[src/rtl/gaus_cordic_sched_if.sv]
// Request, ROM and result bundle of the shared cosine-ROM scheduler.
// slave = scheduler side, master = requesters / ROM / result consumer side.
interface gaus_cordic_sched_if #(
   parameter int NREQ = 2,
   parameter int ID_W = 3
);
   logic [NREQ-1:0]    ireq_val;
   logic [NREQ*11-1:0] ireq_phase;
   logic [NREQ-1:0]    oreq_rdy;
   logic               otab_clkena;
   logic [8:0]         otab_cos_addr;
   logic [8:0]         otab_sin_addr;
   logic [17:0]        itab_cos;
   logic [17:0]        itab_sin;
   logic               oval;
   logic [ID_W-1:0]    oid;
   logic signed [18:0] ocos;
   logic signed [18:0] osin;
   logic               iready;

   modport slave (
      input  ireq_val, ireq_phase, itab_cos, itab_sin, iready,
      output oreq_rdy, otab_clkena, otab_cos_addr, otab_sin_addr,
             oval, oid, ocos, osin
   );

   modport master (
      output ireq_val, ireq_phase, itab_cos, itab_sin, iready,
      input  oreq_rdy, otab_clkena, otab_cos_addr, otab_sin_addr,
             oval, oid, ocos, osin
   );
endinterface

[src/rtl/gaus_cordic_sched.sv]
// Round-robin scheduler sharing a 2-cycle quarter-wave cosine ROM between NREQ phase requesters.
// Optional grant/stall statistics counters: define GAUS_CORDIC_SCHED_STAT_EN.
module gaus_cordic_sched #(
   parameter int NREQ = 2,
   parameter int ID_W = 3
) (
   input  logic                iclk,
   input  logic                ireset,
   input  logic                iclkena,
`ifdef GAUS_CORDIC_SCHED_STAT_EN
   output logic [NREQ*16-1:0]  ostat_grant,
   output logic [15:0]         ostat_stall,
`endif
   gaus_cordic_sched_if.slave  bus
);

   logic            en;
   logic            accept;
   logic            found;
   logic [ID_W-1:0] last;
   logic [ID_W-1:0] grant;
   logic [10:0]     phase;
   logic [NREQ-1:0] rdy;

   logic            s0_val, s1_val, s2_val;
   logic [ID_W-1:0] s0_id, s1_id, s2_id;
   logic [1:0]      s0_q, s1_q, s2_q;
   logic [18:0]     cext, sext;

   // Two scans: first requesters above the last winner, then wrap to the rest.
   always_comb begin
      en    = iclkena & (~bus.oval | bus.iready);
      found = 1'b0;
      grant = last;
      phase = '0;
      for (int i = 0; i < NREQ; i++) begin
         if (!found && bus.ireq_val[i] && (ID_W'(i) > last)) begin
            found = 1'b1;
            grant = ID_W'(i);
         end
      end
      for (int i = 0; i < NREQ; i++) begin
         if (!found && bus.ireq_val[i] && (ID_W'(i) <= last)) begin
            found = 1'b1;
            grant = ID_W'(i);
         end
      end
      accept = en & found;
      for (int i = 0; i < NREQ; i++) begin
         rdy[i] = accept && (grant == ID_W'(i));
         if (grant == ID_W'(i))
            phase = bus.ireq_phase[11*i +: 11];
      end
      bus.oreq_rdy    = rdy;
      bus.otab_clkena = en;
      cext = {1'b0, bus.itab_cos};
      sext = {1'b0, bus.itab_sin};
   end

   // Odd quadrants swap the folded cos/sin addresses; 511-k is the 9-bit complement of k.
   always_ff @(posedge iclk) begin
      if (ireset) begin
         last              <= ID_W'(NREQ - 1);
         s0_val            <= 1'b0;
         s1_val            <= 1'b0;
         s2_val            <= 1'b0;
         s0_id             <= '0;
         s1_id             <= '0;
         s2_id             <= '0;
         s0_q              <= '0;
         s1_q              <= '0;
         s2_q              <= '0;
         bus.otab_cos_addr <= '0;
         bus.otab_sin_addr <= '0;
         bus.oval          <= 1'b0;
         bus.oid           <= '0;
         bus.ocos          <= '0;
         bus.osin          <= '0;
      end else if (en) begin
         if (accept) begin
            last              <= grant;
            s0_id             <= grant;
            s0_q              <= phase[10:9];
            bus.otab_cos_addr <= phase[9] ? ~phase[8:0] : phase[8:0];
            bus.otab_sin_addr <= phase[9] ? phase[8:0] : ~phase[8:0];
         end
         s0_val   <= accept;
         s1_val   <= s0_val;
         s1_id    <= s0_id;
         s1_q     <= s0_q;
         s2_val   <= s1_val;
         s2_id    <= s1_id;
         s2_q     <= s1_q;
         bus.oval <= s2_val;
         bus.oid  <= s2_id;
         // cos is negative in quadrants 1 and 2, sin in quadrants 2 and 3.
         bus.ocos <= (s2_q[1] ^ s2_q[0]) ? -cext : cext;
         bus.osin <= s2_q[1] ? -sext : sext;
      end
   end

`ifdef GAUS_CORDIC_SCHED_STAT_EN
   logic [NREQ-1:0][15:0] grant_cnt;
   logic [15:0]           stall_cnt;

   always_ff @(posedge iclk) begin
      if (ireset) begin
         grant_cnt <= '0;
         stall_cnt <= '0;
      end else if (iclkena) begin
         for (int i = 0; i < NREQ; i++) begin
            if (rdy[i] && (grant_cnt[i] != 16'hFFFF))
               grant_cnt[i] <= grant_cnt[i] + 16'd1;
         end
         if (bus.oval && !bus.iready && (stall_cnt != 16'hFFFF))
            stall_cnt <= stall_cnt + 16'd1;
      end
   end

   assign ostat_grant = grant_cnt;
   assign ostat_stall = stall_cnt;
`endif

endmodule

[src/flat_wrapper.sv]
// flat-port wrapper written by rule: the top's interface ports become plain ports
module gaus_cordic_sched_flat 
#(
   parameter int NREQ = 2,
   parameter int ID_W = 3
)
  (iclk, ireset, iclkena, bus_ireq_val, bus_ireq_phase, bus_itab_cos, bus_itab_sin, bus_iready, bus_oreq_rdy, bus_otab_clkena, bus_otab_cos_addr, bus_otab_sin_addr, bus_oval, bus_oid, bus_ocos, bus_osin);
  gaus_cordic_sched_if #(.NREQ(NREQ), .ID_W(ID_W)) bus_i ();
  input  logic iclk;
  input  logic ireset;
  input  logic iclkena;
  input wire logic [$bits(bus_i.ireq_val)-1:0] bus_ireq_val;
  input wire logic [$bits(bus_i.ireq_phase)-1:0] bus_ireq_phase;
  input wire logic [$bits(bus_i.itab_cos)-1:0] bus_itab_cos;
  input wire logic [$bits(bus_i.itab_sin)-1:0] bus_itab_sin;
  input wire logic [$bits(bus_i.iready)-1:0] bus_iready;
  output wire logic [$bits(bus_i.oreq_rdy)-1:0] bus_oreq_rdy;
  output wire logic [$bits(bus_i.otab_clkena)-1:0] bus_otab_clkena;
  output wire logic [$bits(bus_i.otab_cos_addr)-1:0] bus_otab_cos_addr;
  output wire logic [$bits(bus_i.otab_sin_addr)-1:0] bus_otab_sin_addr;
  output wire logic [$bits(bus_i.oval)-1:0] bus_oval;
  output wire logic [$bits(bus_i.oid)-1:0] bus_oid;
  output wire logic [$bits(bus_i.ocos)-1:0] bus_ocos;
  output wire logic [$bits(bus_i.osin)-1:0] bus_osin;
  assign bus_i.ireq_val = bus_ireq_val;
  assign bus_i.ireq_phase = bus_ireq_phase;
  assign bus_i.itab_cos = bus_itab_cos;
  assign bus_i.itab_sin = bus_itab_sin;
  assign bus_i.iready = bus_iready;
  assign bus_oreq_rdy = bus_i.oreq_rdy;
  assign bus_otab_clkena = bus_i.otab_clkena;
  assign bus_otab_cos_addr = bus_i.otab_cos_addr;
  assign bus_otab_sin_addr = bus_i.otab_sin_addr;
  assign bus_oval = bus_i.oval;
  assign bus_oid = bus_i.oid;
  assign bus_ocos = bus_i.ocos;
  assign bus_osin = bus_i.osin;
  gaus_cordic_sched #(.NREQ(NREQ), .ID_W(ID_W)) u_core (.iclk(iclk), .ireset(ireset), .iclkena(iclkena), .bus(bus_i));
endmodule
[config.mk]
export PLATFORM = sky130hd
export DESIGN_NAME = gaus_cordic_sched_flat
export DESIGN_NICKNAME = d
export VERILOG_FILES = /design/src/rtl/gaus_cordic_sched_if.sv /design/src/rtl/gaus_cordic_sched.sv /design/src/flat_wrapper.sv
export SDC_FILE = /design/constraint.sdc
export NUM_CORES = 1
export LEC_CHECK = 0
export CAP_MARGIN = 30
export CORE_MARGIN = 5
export CORE_UTILIZATION = 40
export CTS_BUF_LIST = sky130_fd_sc_hd__clkbuf_8 sky130_fd_sc_hd__clkbuf_16
export DETAILED_ROUTE_END_ITERATION = 8
export MAX_ROUTING_LAYER = met4
export PLACE_DENSITY = 0.69
export SYNTH_ARGS = -nofsm -noshare
export SYNTH_HDL_FRONTEND = slang
export SYNTH_SLANG_ARGS = --single-unit
[constraint.sdc]
create_clock -name iclk -period 2.1 [get_ports iclk]
set_input_delay 0.315 -clock iclk [delete_from_list [all_inputs] [get_ports iclk]]
set_output_delay 0.315 -clock iclk [all_outputs]
set_load 0.02 [all_outputs]
Yosys cells after proc, flatten, opt, wreduce, memory -nomap -nowiden
Cells that the tools add are included.

cells by class
  $add $sub $neg = 2
  magnitude comparators = 4
  equality and inequality tests = 1
  mux-type cells = 14
  bitwise gates (word level) = 6
  reductions and logical operators = 14

operators by type and width
  cell                                                                    number
  19-bit two-way mux                                                      2
  18-bit negator with 19-bit output                                       2
  11-bit two-way mux                                                      2
  9-bit two-way mux                                                       2
  3-bit two-way mux                                                       4
  1-bit logical AND                                                       9
  9-bit inverter                                                          1
  1-bit by 3-bit > comparator with 1-bit output (first input constant)    2
  1-bit by 3-bit <= comparator with 1-bit output (first input constant)   2
  1-bit two-way mux                                                       4
  3-bit by 1-bit equality test with 1-bit output (second input constant)  1
  1-bit zero test                                                         3
  3-bit zero test                                                         1
  1-bit AND                                                               2
  2-bit AND reduction                                                     1
  1-bit inverter                                                          1
  1-bit OR                                                                1
  1-bit bitwise XOR                                                       1

storage, ports and cells
  bits in registers = 81
  input bits = 64
  output and inout port bits = 63
  logic and storage cells = 57

Depth between registers and ports, before layout
Gate-level depths: netlist of run 1.

  word-level depth = 20
  mapped depth = 7
  gate-level depth less buffers = 6

Worst setup path after synthesis of run 1
Ideal clock, no wire load.

  kind = flip-flop to output port
  start point = register u_core.bus.oval
  end point = output port bus_oreq_rdy[1]
  arrival = 1654 ps
  required time = 1785 ps
  slack = 131 ps
  stages on the path, launching flop included = 7
  buffers on the path = 2
  cells stage by stage = dfxtp_1 > nor2b_1 > buf_2 > nor3_1 > clkbuf_1 > nand2_1 > inv_1

between the ends
  word-level cells in the longest chain between the ends = 5

ends and longest elaborated chain
  element                   line                        RTL
  start: declaration        gaus_cordic_sched_if.sv:24  oval, oid, ocos, osin
  start signal: assignment  gaus_cordic_sched.sv:94     bus.oval <= s2_val;
  1-bit inverter            gaus_cordic_sched.sv:32     en = iclkena & (~bus.oval | bus.iready);
  1-bit OR                  gaus_cordic_sched.sv:32
  1-bit AND                 gaus_cordic_sched.sv:32
  1-bit AND                 gaus_cordic_sched.sv:48     accept = en & found;
  1-bit logical AND         gaus_cordic_sched.sv:50     rdy[i] = accept && (grant == ID_W'(i));
  end: declaration          flat_wrapper.sv:17          output wire logic [$bits(bus_i.oreq_rdy)-1:0] bus_oreq_rdy;

Every way passes these cells.

Worst setup path in the final report of run 1
  start point = input port bus_itab_sin[0]
  end point = register u_core.bus.osin[12] (netlist name)

between the ends
  word-level cells in the longest chain between the ends = 2

ends and longest elaborated chain
  element                            line                        RTL
  start: declaration                 flat_wrapper.sv:15          input wire logic [$bits(bus_i.itab_sin)-1:0] bus_itab_sin;
  18-bit negator with 19-bit output  gaus_cordic_sched.sv:98     bus.osin <= s2_q[1] ? -sext : sext;
  19-bit two-way mux                 gaus_cordic_sched.sv:98
  end signal: assignment             gaus_cordic_sched.sv:98
  end: declaration                   gaus_cordic_sched_if.sv:24

Every way passes these cells.
A chain may end at the register's enable or synchronous reset.

==> results of run 1 <==
-- layout make-up --
type | count | area [um2]
Tap cell | 140 | 175
Clock buffer | 9 | 225
Multi-Input combinational cell | 423 | 2730
Fill cell | 992 | 4270
Clock inverter | 7 | 57.6
Sequential cell | 79 | 1580
Inverter | 10 | 37.5
Timing Repair Buffer | 205 | 1860
-- how the worst max path moves through the flow --
stage / end / slack (ps) / depth (start not counted)
final: u_core.bus.osin[12]$_SDFFE_PP0P_ / 100 / 8
after global routing: u_core.bus.otab_sin_addr[5]$_SDFFE_PP0P_ / 2 / 6
after global placement: u_core.bus.ocos[15]$_SDFFE_PP0P_ / -310 / 5
after CTS: u_core.bus.ocos[17]$_SDFFE_PP0P_ / 5 / 5
after floorplan: bus_oreq_rdy[1] / 130 / 6
after detailed placement: u_core.bus.ocos[15]$_SDFFE_PP0P_ / -360 / 5
-- placed cells by master (no fill, tap or decap), types with 4 or more instances in the layout --
master	netlist	layout
nor3_1	10	8
a221oi_1	9	9
dlymetal6s2s_1	0	4
o211ai_1	20	20
or4_1	8	6
o21ai_0	9	9
clkbuf_16	0	9
nor2b_1	21	21
nand3_1	7	7
a21boi_0	7	7
clkdlybuf4s50_1	0	118
a31oi_1	10	10
o211a_1	9	9
a22oi_1	10	10
mux2i_1	6	6
a311oi_1	5	5
dfxtp_1	79	79
xor2_1	18	18
o22ai_1	4	4
o21a_1	9	9
a211oi_1	16	16
nand2_1	68	68
a21oi_1	28	28
nor4_1	11	11
or3_1	9	9
nor2_1	46	46
nand4_1	13	13
xnor2_1	9	9
a22o_1	11	11
buf_4	0	78
inv_1	6	6
-- per-layer routing --
layer | vias to the layer above | routed length, um | global-route usage [%]
met2 | 184 | 6950 | 35.4
met4 | 0 | 222 | 7.04
met5 | - | 0 | -
met1 | 2303 | 6650 | 29.2
met3 | 21 | 959 | 3.19
li1 | 2441 | - | -
-- what timing repair did --
| item | 4_1_cts | 5_1_grt |
|---|---|---|
| pin swaps | 0 | 2 |
| gates resized for setup | 5 | 10 |
| endpoints found under the setup margin | 5 | 8 |
-- critical path, stage by stage --
cell and delay (ps):
clkdlybuf4s50_1 460, inv_1 80, ha_1 170, or3b_2 460, nor4b_1 260, buf_4 160
mux2i_1 70, a311o_1 260
-- registers in the layout (all words and copies together) (netlist names) --
signal / cells
u_core.s2_q: 2
u_core.bus.otab_sin_addr: 9
u_core.s1_val: 1
u_core.s2_val: 1
u_core.s0_id: 3
u_core.s2_id: 3
u_core.s1_id: 3
u_core.bus.oid: 3
u_core.s0_val: 1
u_core.last: 1
u_core.s0_q: 2
u_core.bus.osin: 19
u_core.bus.ocos: 19
u_core.s1_q: 2
u_core.bus.oval: 1
u_core.bus.otab_cos_addr: 9
-- cells by family after synthesis --
logic type,after synthesis,synth area share [%]
adders and majority gates,2,0.557
AOI/OAI and AO/OA,169,27.8
buffers and inverters,52,4.87
DFF,79,35.2
and+or+nand+nor,219,25.0
xor gates and xnor gates,27,5.26
muxes,6,1.34
-- power groups by stage --
stage / Combinational (mW) / Clock, mW / Sequential (mW)
CTS: 1.02 / 1.51 / 1.65
global route: 1.10 / 1.57 / 1.66
finish: 1.02 / 1.48 / 1.65
global placement: 1.00 / 0 / 1.68
floorplan: 0.403 / 0 / 1.77
detailed placement: 1.02 / 0 / 1.68
==> results.md, run 1 <==
* Status: finished, final reports clean
* I/O pins at 127
* Dpl hpwl at 11000 um
* Final-report setup violation count at 0
* Endpoints failing hold at 0
* Inserted Diodes at 0
* Drt pass-1 iters at 5
* Syn-to-layout area delta at 48.2%
* Routability cong. at 0.891
* Reg power frac at 39.8%
* Launch point of the worst path: bus_itab_sin[0]
* Post-Syn Nets at 620
* Post-synth EDFFs at 0
* TritonCTS Sinks at 79
* CTS Buffer Depth at 2
* Synth warn at 0
* Largest net degree at the start of global routing at 30
* Worst slack at placement at -360 ps
* Hold path endpoint: u_core.bus.ocos[4]$_SDFFE_PP0P_
* Inst Count DP at 857
* List of most frequent post-synthesis cells: dfxtp_1 (79), nand2_1 (68), nor2_1 (46), clkbuf_1 (32), a21oi_1 (28)
* CP arrival at 2230 ps
* Hold buffers post-CTS at 0
* Via count at 4949
* Area of the core at 0.0109 mm2
* Final core area utilization at 60.9%
* Ranking of synthesized cells by area: dfxtp_1 (35%), nand2_1 (5.7%), nor2_1 (3.8%)
* Worst-path maximum fanout at 2
* Initial antenna violation count at 0
* Beginning of the worst hold path: ireset
* Fin. max-slew vios at 0
* Post-route clock period utilization at 95.4%
* Gate power share at 24.6%
* Synth unique cells at 63
* Max Fclk at 499 MHz
* Mapped Cells at 554
* Yosys top cell area share at 35.2%
* WL per Instance at 16.9 um
* Reg-to-reg endpoint: u_core.bus.otab_sin_addr[5]$_SDFFE_PP0P_
* Global route overflow at 0
* Switch Pwr at 1.25 mW
* Required @ worst endpoint at 2330 ps
* PortBufs at 126
* WHS at 222 ps
* Layout Cells excl Fill at 873
* Avg Synthesized Cell Area at 8.11 um2
* Most common cell in the netlist: dfxtp_1
* Max Clock Skew at 7.62 ps
* Leakage at 2.56 nW
* Min setup slack post-route at 96.0 ps
* Placed instance area at 0.00636 mm2
* Root buffer cell: clkbuf_16
* Hold Path Class: in2reg
* Full die area at 0.0135 mm2
* Max-Cap Viols at 0
* Vias in the first global route at 4673
* Reg-to-reg setup timing slack at 160 ps
* Width of the die at 116 um
* Clock Latency Late Sink at 340 ps
* Via density at 5.67
* Die height at 116 um
* Share of layout cells above drive strength 1 at 15.8%
* Synthesized flop and latch total at 79
* Hold depth at 2
* Least-Margin Pin Slew at 495 ps
* Sw Ratio at 30.0%
* DRT antenna net count at 0
* Post-CTS Setup Bufs at 0
* Crit Path Class: in2reg
* Design area at 0.00666 mm2
* Clock buffer count from CTS at 9
* Pint at 2.90 mW
* DRC Markers at 0
* TNS Setup at 0 ps
* PD cells at 623 mW/mm2
* Critical Path End Type: flip-flop
* Maximum vdd drop at 378 uV
* Final Critical Period at 2000 ps
* Register area share after synthesis at 35.2%
* Synth Cell Area at 0.00450 mm2
* R2R depth at 5
* Cell accounting for the most synthesized area: dfxtp_1
* Post-synth ARST share at 0%
* 1st-iter DRT viols at 430
* Max_slew headroom at 66.9%
* Initial Utilization at 41.1%
* Clock share of power at 35.6%
* PnR Total Power at 4.15 mW
* Clock slew at reported path FFs at 60 ps
* Main synth FF type: dfxtp_1
* First-pass GRT wire length at 23400 um
* GRT Overall Usage at 22.2%
* Startpoint Class: primary input
* CTS tree: built
* RR Startpoint: u_core.last[0]$_SDFFE_PP1P_
* Row cnt at 38
* Layout Nets at 794
* RSZ-0062 raised after global routing: false
* H-Tree Depth at 3
* Final wirelength at 14800 um
No activity file was read; power rests on OpenSTA's default activity.
==> inputs of run 2 (changes only) <==
--- a/config.mk
+++ b/config.mk
@@ -7,11 +7,12 @@
 export LEC_CHECK = 0
 export CAP_MARGIN = 30
 export CORE_MARGIN = 5
-export CORE_UTILIZATION = 40
+export CORE_UTILIZATION = 25
 export CTS_BUF_LIST = sky130_fd_sc_hd__clkbuf_8 sky130_fd_sc_hd__clkbuf_16
 export DETAILED_ROUTE_END_ITERATION = 8
 export MAX_ROUTING_LAYER = met4
-export PLACE_DENSITY = 0.69
+export RECOVER_POWER = 100
+export SLEW_MARGIN = 20
 export SYNTH_ARGS = -nofsm -noshare
 export SYNTH_HDL_FRONTEND = slang
 export SYNTH_SLANG_ARGS = --single-unit
==> run 2 against run 1 <==
Effect of this change:
- the flow now finishes with violations (negative setup slack)
- sequential share of layout area is 0.48 points lower
- clock skew is 1.6 ps lower
- via count is 1.9% lower
- cell area is 2.1% higher
- utilization is 23 points lower
- fmax is 4.8% lower
- setup slack worse by 100 ps
- critical endpoint is now u_core.bus.ocos[17]$_SDFFE_PP0P_
- largest cell class unchanged
==> results.md, run 2 (same netlist as run 1, synthesis figures left out) <==
* Status: complete, but fails checks
* Failing checks: negative setup slack
* RR Startpoint: u_core.last[0]$_SDFFE_PP1P_
* Layout Cells excl Fill at 962
* Crit Path Class: in2reg
* Critical Path End Type: flip-flop
* H-Tree Depth at 3
* 1st-iter DRT viols at 274
* Global route overflow at 0
* Worst-path maximum fanout at 4
* Commonest cells after routing, fill and taps aside: dfxtp_1 (79), buf_4 (72), nand2_1 (68)
* Area of the core at 0.0178 mm2
* Launch point of the worst path: bus_itab_cos[10]
* Row cnt at 49
* GRT Overall Usage at 14.7%
* Worst slack at placement at -364 ps
* PD cells at 645 mW/mm2
* WHS at 292 ps
* TNS Setup at -10.4 ps
* Routability cong. at 0.832
* Worst stage delay on the critical path at 570 ps
* Die height at 144 um
* Clock buffer count from CTS at 9
* Least-Margin Pin Slew at 606 ps
* Inst Count DP at 947
* Layout Nets at 795
* Width of the die at 144 um
* Clock slew at reported path FFs at 60 ps
* DRC Markers at 0
* Syn-to-layout area delta at 51.3%
* First-pass GRT wire length at 23700 um
* Hold Path Class: in2reg
* Root buffer cell: clkbuf_16
* Inserted Diodes at 0
* Max-Cap Viols at 0
* PortBufs at 126
* Via density at 5.04
* Final wirelength at 15000 um
* Post-CTS Setup Bufs at 0
* Drt pass-1 iters at 4
* Max_slew headroom at 59.3%
* Final Critical Period at 2110 ps
* Max Clock Skew at 5.99 ps
* Initial Utilization at 25.2%
* Fin. max-slew vios at 0
* Largest net degree at the start of global routing at 52
* TritonCTS Sinks at 79
* WL per Instance at 15.5 um
* Leakage at 2.72 nW
* Endpoints failing hold at 0
* Commonest non-fill, non-tap cell in the layout: dfxtp_1
* Cell Chain, Critical Path: clkdlybuf4s50_1 -> or4_4 -> or4_4 -> or4_1 -> nand4b_1
* Vias in the first global route at 4534
* I/O pins at 127
* Post-route clock period utilization at 100%
* Clock Latency Late Sink at 350 ps
* WP buf/inv at 1
* DRT antenna net count at 0
* Maximum vdd drop at 387 uV
* CP max stage cell: or4_4
* Regs by FF count: u_core.bus.ocos (19), u_core.bus.osin (19)
* Hold buffers post-CTS at 0
* Final-report setup violation count at 2
* Share of layout cells above drive strength 1 at 15.1%
* Beginning of the worst hold path: ireset
* Required @ worst endpoint at 2380 ps
* CP delay by family, top: simple AND/OR/NAND/NOR gates
* Final core area utilization at 38.1%
* Full die area at 0.0208 mm2
* Via count at 4853
* CTS Buffer Depth at 2
* Initial antenna violation count at 0
* Most used cell, CP: or4_4
* Dpl hpwl at 10900 um
* Max Fclk at 475 MHz
* CP arrival at 2390 ps
* CTS tree: built
* Startpoint Class: primary input
* Min setup slack post-route at -5.29 ps
run 2: layout make-up:
cell class | count | area, um2
inverter | 10 | 37.5
timing repair buffer | 206 | 1840
fill | 1829 | 11000
clock buffer | 12 | 267
clock inverter | 3 | 65.1
multi-input combinational | 423 | 2730
sequential | 79 | 1580
tap | 229 | 287
run 2: repair_timing:
| action | in CTS | in global routing |
|---|---|---|
| resized for setup | 7 | 9 |
| pin swaps | 0 | 2 |
| setup endpoints to repair | 3 | 8 |
run 2: through the flow:
stage,power [mW],instance area [um2]
6_report,4.38,6800
3_3_place_gp,2.70,6480
2_1_floorplan,2.17,4500
5_1_grt,4.60,6800
3_5_place_dp,2.70,6480
4_1_cts,4.48,6810
run 2: routing by layer:
| layer | global-route usage (%) | wire [um] | vias up |
|---|---|---|---|
| met4 | 3.12 | 150 | 0 |
| li1 | - | - | 2440 |
| met1 | 20.0 | 7140 | 2250 |
| met5 | - | 0 | - |
| met2 | 22.1 | 6530 | 148 |
| met3 | 3.80 | 1130 | 15 |
run 2: worst paths after layout:
check	endpoint	slack, ps	cells after the start
hold reg to reg	u_core.bus.oid[0]$_SDFFE_PP0P_	450	2
hold / removal	u_core.bus.osin[1]$_SDFFE_PP0P_	290	2
setup reg to reg	u_core.bus.otab_sin_addr[1]$_SDFFE_PP0P_	150	5
setup / recovery	u_core.bus.ocos[17]$_SDFFE_PP0P_	-5	5
run 2: power by group:
group	switching [mW]	total [mW]	leakage [nW]	internal (mW)
clock network	0.620	1.75	0.165	1.13
logic	0.516	0.987	1.91	0.471
registers	0.0559	1.65	0.650	1.59
total	1.19	4.38	2.72	3.19
